<file path="src/rtl/cordic_pipe_param_if.sv">
// Streaming handshake bundle for the parameterised CORDIC pipeline:
// input sample channel plus output result channel.
interface cordic_pipe_param_if #(
    parameter int DATA_W = 16,
    parameter int TAG_W  = 4
);
    logic                     in_valid;
    logic                     in_ready;
    logic                     in_mode;
    logic signed [DATA_W-1:0] x_in;
    logic signed [DATA_W-1:0] y_in;
    logic signed [DATA_W-1:0] z_in;
    logic [TAG_W-1:0]         tag_in;

    logic                     out_valid;
    logic                     out_ready;
    logic signed [DATA_W-1:0] x_out;
    logic signed [DATA_W-1:0] y_out;
    logic signed [DATA_W-1:0] z_out;
    logic                     mode_out;
    logic [TAG_W-1:0]         tag_out;

    modport master (
        output in_valid, in_mode, x_in, y_in, z_in, tag_in, out_ready,
        input  in_ready, out_valid, x_out, y_out, z_out, mode_out, tag_out
    );

    modport slave (
        input  in_valid, in_mode, x_in, y_in, z_in, tag_in, out_ready,
        output in_ready, out_valid, x_out, y_out, z_out, mode_out, tag_out
    );
endinterface

</file>
<file path="src/rtl/cordic_pipe_param.sv">
// Fully pipelined CORDIC (rotation/vectoring per sample) with global stall,
// DATA_W+2 internal precision and saturating outputs.
module cordic_pipe_param #(
    parameter int NUM_STAGES = 16,
    parameter int DATA_W     = 16,
    parameter int TAG_W      = 4
) (
    input logic                clk,
    input logic                reset,
    cordic_pipe_param_if.slave bus
);
    localparam int IW = DATA_W + 2;
    typedef logic signed [IW-1:0] ival_t;

    localparam ival_t SAT_MAX = ival_t'((64'sd1 <<< (DATA_W - 1)) - 64'sd1);
    localparam ival_t SAT_MIN = ival_t'(-(64'sd1 <<< (DATA_W - 1)));

    // atan(2^-i) scaled to Q2.(DATA_W-2); series evaluated at elaboration time
    function automatic ival_t atan_const(input int i);
        real t;
        real p;
        real s;
        if (i == 0) begin
            s = 0.78539816339744831;
        end else begin
            t = 1.0;
            for (int j = 0; j < i; j++) begin
                t = t / 2.0;
            end
            p = t;
            s = 0.0;
            for (int n = 0; n < 30; n++) begin
                s = s + (((n % 2) == 0) ? p : -p) / real'(2 * n + 1);
                p = p * t * t;
            end
        end
        for (int j = 0; j < DATA_W - 2; j++) begin
            s = s * 2.0;
        end
        return ival_t'($rtoi(s + 0.5));
    endfunction

    function automatic logic signed [DATA_W-1:0] saturate(input ival_t v);
        logic signed [DATA_W-1:0] r;
        if (v > SAT_MAX) begin
            r = SAT_MAX[DATA_W-1:0];
        end else if (v < SAT_MIN) begin
            r = SAT_MIN[DATA_W-1:0];
        end else begin
            r = v[DATA_W-1:0];
        end
        return r;
    endfunction

    logic advance_s;
    logic in_ready_s;
    logic accept_s;

    // Whole pipeline moves together; only a held result blocks it
    assign advance_s  = ~(bus.out_valid & ~bus.out_ready);
    assign in_ready_s = ~reset & advance_s;
    assign accept_s   = bus.in_valid & in_ready_s;
    assign bus.in_ready = in_ready_s;

    for (genvar k = 0; k < NUM_STAGES; k++) begin : g_stage
        localparam bit    LAST   = (k == NUM_STAGES - 1);
        localparam int    RW     = LAST ? DATA_W : IW;
        localparam ival_t ATAN_K = atan_const(k);

        ival_t            cx_s, cy_s, cz_s;
        ival_t            nx_s, ny_s, nz_s;
        logic             cv_s, cm_s, dpos_s;
        logic [TAG_W-1:0] ct_s;

        logic signed [RW-1:0] rx_s, ry_s, rz_s;
        logic signed [RW-1:0] x_r, y_r, z_r;
        logic                 v_r, m_r;
        logic [TAG_W-1:0]     t_r;

        if (k == 0) begin : g_src
            // A non-accepted cycle injects a zeroed bubble
            assign cx_s = accept_s ? ival_t'(bus.x_in) : {IW{1'b0}};
            assign cy_s = accept_s ? ival_t'(bus.y_in) : {IW{1'b0}};
            assign cz_s = accept_s ? ival_t'(bus.z_in) : {IW{1'b0}};
            assign cv_s = accept_s;
            assign cm_s = accept_s ? bus.in_mode : 1'b0;
            assign ct_s = accept_s ? bus.tag_in : {TAG_W{1'b0}};
        end else begin : g_src
            assign cx_s = g_stage[k-1].x_r;
            assign cy_s = g_stage[k-1].y_r;
            assign cz_s = g_stage[k-1].z_r;
            assign cv_s = g_stage[k-1].v_r;
            assign cm_s = g_stage[k-1].m_r;
            assign ct_s = g_stage[k-1].t_r;
        end

        // One CORDIC micro-rotation; direction from z (rotation) or y (vectoring)
        always_comb begin
            dpos_s = cm_s ? cy_s[IW-1] : ~cz_s[IW-1];
            if (dpos_s) begin
                nx_s = cx_s - (cy_s >>> k);
                ny_s = cy_s + (cx_s >>> k);
                nz_s = cz_s - ATAN_K;
            end else begin
                nx_s = cx_s + (cy_s >>> k);
                ny_s = cy_s - (cx_s >>> k);
                nz_s = cz_s + ATAN_K;
            end
        end

        if (LAST) begin : g_out
            assign rx_s = saturate(nx_s);
            assign ry_s = saturate(ny_s);
            assign rz_s = saturate(nz_s);
        end else begin : g_mid
            assign rx_s = nx_s;
            assign ry_s = ny_s;
            assign rz_s = nz_s;
        end

        // Stage register: cleared by reset, loaded only when the pipe advances
        always_ff @(posedge clk or posedge reset) begin
            if (reset) begin
                x_r <= {RW{1'b0}};
                y_r <= {RW{1'b0}};
                z_r <= {RW{1'b0}};
                v_r <= 1'b0;
                m_r <= 1'b0;
                t_r <= {TAG_W{1'b0}};
            end else if (advance_s) begin
                x_r <= rx_s;
                y_r <= ry_s;
                z_r <= rz_s;
                v_r <= cv_s;
                m_r <= cm_s;
                t_r <= ct_s;
            end
        end
    end

    assign bus.out_valid = g_stage[NUM_STAGES-1].v_r;
    assign bus.x_out     = g_stage[NUM_STAGES-1].x_r;
    assign bus.y_out     = g_stage[NUM_STAGES-1].y_r;
    assign bus.z_out     = g_stage[NUM_STAGES-1].z_r;
    assign bus.mode_out  = g_stage[NUM_STAGES-1].m_r;
    assign bus.tag_out   = g_stage[NUM_STAGES-1].t_r;
endmodule

</file>
<file path="src/flat_wrapper.sv">
// flat-port wrapper written by rule: the top's interface ports become plain ports
module cordic_pipe_param_flat 
#(
    parameter int NUM_STAGES = 16,
    parameter int DATA_W     = 16,
    parameter int TAG_W      = 4
)
  (clk, reset, bus_in_valid, bus_in_mode, bus_x_in, bus_y_in, bus_z_in, bus_tag_in, bus_out_ready, bus_in_ready, bus_out_valid, bus_x_out, bus_y_out, bus_z_out, bus_mode_out, bus_tag_out);
  cordic_pipe_param_if #(.DATA_W(DATA_W), .TAG_W(TAG_W)) bus_i ();
  input logic clk;
  input logic reset;
  input wire logic [$bits(bus_i.in_valid)-1:0] bus_in_valid;
  input wire logic [$bits(bus_i.in_mode)-1:0] bus_in_mode;
  input wire logic [$bits(bus_i.x_in)-1:0] bus_x_in;
  input wire logic [$bits(bus_i.y_in)-1:0] bus_y_in;
  input wire logic [$bits(bus_i.z_in)-1:0] bus_z_in;
  input wire logic [$bits(bus_i.tag_in)-1:0] bus_tag_in;
  input wire logic [$bits(bus_i.out_ready)-1:0] bus_out_ready;
  output wire logic [$bits(bus_i.in_ready)-1:0] bus_in_ready;
  output wire logic [$bits(bus_i.out_valid)-1:0] bus_out_valid;
  output wire logic [$bits(bus_i.x_out)-1:0] bus_x_out;
  output wire logic [$bits(bus_i.y_out)-1:0] bus_y_out;
  output wire logic [$bits(bus_i.z_out)-1:0] bus_z_out;
  output wire logic [$bits(bus_i.mode_out)-1:0] bus_mode_out;
  output wire logic [$bits(bus_i.tag_out)-1:0] bus_tag_out;
  assign bus_i.in_valid = bus_in_valid;
  assign bus_i.in_mode = bus_in_mode;
  assign bus_i.x_in = bus_x_in;
  assign bus_i.y_in = bus_y_in;
  assign bus_i.z_in = bus_z_in;
  assign bus_i.tag_in = bus_tag_in;
  assign bus_i.out_ready = bus_out_ready;
  assign bus_in_ready = bus_i.in_ready;
  assign bus_out_valid = bus_i.out_valid;
  assign bus_x_out = bus_i.x_out;
  assign bus_y_out = bus_i.y_out;
  assign bus_z_out = bus_i.z_out;
  assign bus_mode_out = bus_i.mode_out;
  assign bus_tag_out = bus_i.tag_out;
  cordic_pipe_param #(.NUM_STAGES(NUM_STAGES), .DATA_W(DATA_W), .TAG_W(TAG_W)) u_core (.clk(clk), .reset(reset), .bus(bus_i));
endmodule
</file>
<file path="config.mk">
export PLATFORM = sky130hd
export DESIGN_NAME = cordic_pipe_param_flat
export DESIGN_NICKNAME = d
export VERILOG_FILES = /design/src/rtl/cordic_pipe_param_if.sv /design/src/rtl/cordic_pipe_param.sv /design/src/flat_wrapper.sv
export SDC_FILE = /design/constraint.sdc
export NUM_CORES = 2
export LEC_CHECK = 0
export ABC_AREA = 0
export BUFFER_PORTS_ARGS = -buffer_cell sky130_fd_sc_hd__buf_2
export CAP_MARGIN = 20
export CORE_AREA = 2 2 342 344
export DETAILED_ROUTE_END_ITERATION = 7
export DIE_AREA = 0 0 344 346
export HOLD_SLACK_MARGIN = 0.1
export PLACE_DENSITY_LB_ADDON = 0.08
export SETUP_SLACK_MARGIN = 0.5
export SLEW_MARGIN = 40
export SYNTH_ARGS = -nofsm -noshare
export SYNTH_HDL_FRONTEND = slang
export SYNTH_SLANG_ARGS = --single-unit
</file>
<file path="constraint.sdc">
create_clock -name clk -period 41.2 [get_ports clk]
set_input_delay 4.12 -clock clk [delete_from_list [all_inputs] [get_ports clk]]
set_output_delay 4.12 -clock clk [all_outputs]
set_load 0.005 [all_outputs]
</file>
==> impl_metrics.py <==
metrics = {
    "clocking": {
        "clkSinkCount": 953,
        "hold_buffers": 0,
        "clock_path_buffers": 3,
        "cts_resized": 0,
        "cts_tree": "done",
        "clkTransAtPathRegs_ns": 0.06,
        "insertion_delay_ns": 0.72,
        "cts_max_level": 3,
        "clock_tree.root_cell": "clkbuf_16",
        "post-cts-setup-buffers": 0,
        "numCtsBuffers": 106,
    },
    "logic_synthesis": {
        "synth_top_cells_by_count": "1336 x nand2_1, 969 x a21oi_1, 953 x dfrtp_1, 918 x nor2_1, 814 x ha_1",
        "yosysTopAreaCellShare_pct": 32.0,
        "synthArstFlopShare_pct": 100,
        "synth_cells": 9049,
        "synth_edf_count": 0,
        "synth_cell_types": 98,
        "synth_most_common_cell": "nand2_1",
        "synth_nets": 9968,
        "ys_warn_count": 0,
        "ys_seq_area_share_pct": 32.0,
        "synth_area_leaders": "dfrtp_1 32%, ha_1 14%, nand2_1 6.7%",
        "syn_area_um2": 74500,
        "synth-main-ff-cell": "dfrtp_1",
        "yosysTopAreaCell": "dfrtp_1",
        "ys_seq_elements": 953,
        "synth_area_per_cell_um2": 8.23,
    },
    "drt": {
        "wl_per_cell_um": 17.0,
        "drc": 0,
        "drt_first_pass_iters": 7,
        "ant_nets": 0,
        "wl_met1_mm": 81.5,
        "routed_wl_mm": 180,
        "via_count": 63000,
        "first_iter_violations": 3850,
        "highest_layer": "met4",
        "wl_met3_mm": 7.49,
        "wl_met2_mm": 87.0,
        "drt-vias-per-instance": 5.94,
    },
    "global_routing": {
        "grt_pass1_vias": 60900,
        "grt_pass1_wl_mm": 301,
        "track_usage_pct": 30.1,
        "grt_max_degree": 218,
        "antenna_found_initial": 2,
        "gr-total-overflow": 0,
    },
    "setup_path": {
        "worstPathArrival_ns": 5.09,
        "worstSetupEndpointType": "primary output",
        "required_ns": 37.08,
        "crit_type": "primary input to primary output",
        "cp-start-kind": "primary input",
        "cp_max_fo": 23,
    },
    "floorplanning": {
        "ios": 112,
        "chipHeight_um": 346,
        "num_rows": 125,
        "fp.dieW_um": 344,
        "initial_core_util_pct": 64.5,
        "die-area_um2": 119000,
        "core_area_um2": 115000,
    },
    "timing": {
        "hold_viol_final": 0,
        "maxSlewHeadroom_pct": 42.0,
        "slew_violations": 0,
        "tightest_slew_ns": 0.870,
        "setup-tns-final_ns": 0,
        "finalSetupViolCount": 0,
        "finalCriticalPeriod_ns": 9.21,
        "rsz0062_at_grt": "false",
        "skew_ns": 0.0314,
        "fin_crit_sh_pct": 22.4,
        "fmax_mhz": 109,
    },
    "finish": {
        "finalNetCount": 9928,
        "area_delta_synth_final_pct": 7.50,
        "drive_above_1_share_pct": 4.51,
        "antenna_cells": 0,
    },
    "run_status": {
        "status": "complete, no violations",
    },
    "flow_run": {
        "drv_cap": 0,
    },
    "worst_hold_path": {
        "hp-class": "flip-flop to flip-flop",
    },
    "place": {
        "gp_congestion": 0.923,
        "port_buffers": 111,
        "dp_hpwl_mm": 134,
    },
}
state kept, by name, summed over array words and instances, names as in the netlist:
signal,flops
u_core.g_stage.y_r,252
u_core.g_stage.z_r,252
u_core.g_stage.x_r,251
u_core.g_stage.t_r,56
u_core.g_stage.cx_s,18
u_core.g_stage.cy_s,18
u_core.g_stage.cz_s,18
u_core.bus.x_out,16
u_core.bus.y_out,16
u_core.bus.z_out,16
u_core.g_stage.m_r,14
u_core.g_stage.v_r,14
u_core.bus.tag_out,4
u_core.g_stage.ct_s,4
u_core.bus.mode_out,1
u_core.bus.out_valid,1
u_core.g_stage.cm_s,1
u_core.g_stage.cv_s,1
worst paths after layout:
path | from | endpoint | slack (ns) | cells past startpoint
max in group asynchronous | reset | u_core.g_stage[8].y_r[5]$_DFFE_PP0N_ | 35.07 | 6
setup / recovery | bus_out_ready | bus_in_ready | 31.99 | 4
min in group asynchronous | reset | u_core.g_stage[0].t_r[0]$_DFFE_PP0N_ | 3.52 | 2
setup reg to reg | u_core.bus.out_valid$_DFFE_PP0N_ | u_core.g_stage[0].x_r[16]$_DFFE_PP0N_ | 35.91 | 18
hold / removal | u_core.g_stage[14].v_r$_DFFE_PP0N_ | u_core.g_stage[14].v_r$_DFFE_PP0N_ | 0.46 | 2
hold reg to reg | u_core.g_stage[14].v_r$_DFFE_PP0N_ | u_core.g_stage[14].v_r$_DFFE_PP0N_ | 0.46 | 2
critical path, cell delays in order:
cell,delay [ns]
buf_2,0.12
nor2b_4,0.59
nor2_1,0.09
buf_2,0.16
routing by layer:
metal | vias up | GRT usage (%)
met3 | 281 | 3.98
li1 | 31600 | -
met2 | 1116 | 51.2
met5 | - | 0
met1 | 30100 | 40.3
met4 | 0 | 7.84
cell type report:
type | count | area, µm²
flip-flops and latches | 953 | 23800
clock inverters | 47 | 589
multi-input cells | 7387 | 48000
inverters | 405 | 1530
fillers | 9551 | 35300
repair buffers | 156 | 1160
well taps | 1524 | 1910
clock buffers | 148 | 3030
logic make-up after synthesis:
group / synth area share, %
simple gates: 17.8
compound gates: 21.2
flops: 32.0
fa+ha+maj: 15.0
xor+xnor: 10.1
buf+inv: 3.61
mux: 0.373
through the flow:
step | util, % | setup slack, ns | cells | hold WS, ns | area, µm²
floorplan | - | 10.28 | 9049 | 0.430 | 74500
detailed placement | 66.1 | 32.01 | 10400 | 0.448 | 76300
global route | 69.4 | 31.93 | 10600 | 0.482 | 80100
CTS | 69.2 | 32.00 | 10600 | 0.462 | 79900
global placement | 66.0 | 32.01 | 10400 | 0.448 | 76200
finish | 69.4 | 31.99 | 10600 | 0.461 | 80100
cell usage in the layout, fill, tap and decap left out, types with 88 or more instances in the layout:
master / count
a21o_1: 212
a21oi_1: 966
and3_1: 88
buf_2: 111
clkbuf_16: 109
dfrtp_1: 952
ha_1: 814
inv_1: 396
nand2_1: 1336
nand3_1: 140
nor2_1: 917
nor3_1: 189
o21ai_0: 581
o21bai_1: 132
o31ai_1: 101
xnor2_1: 489
xor2_1: 366
Power is not shown: default switching activity piles up to over one toggle a cycle in this logic, so the estimate is an artifact.
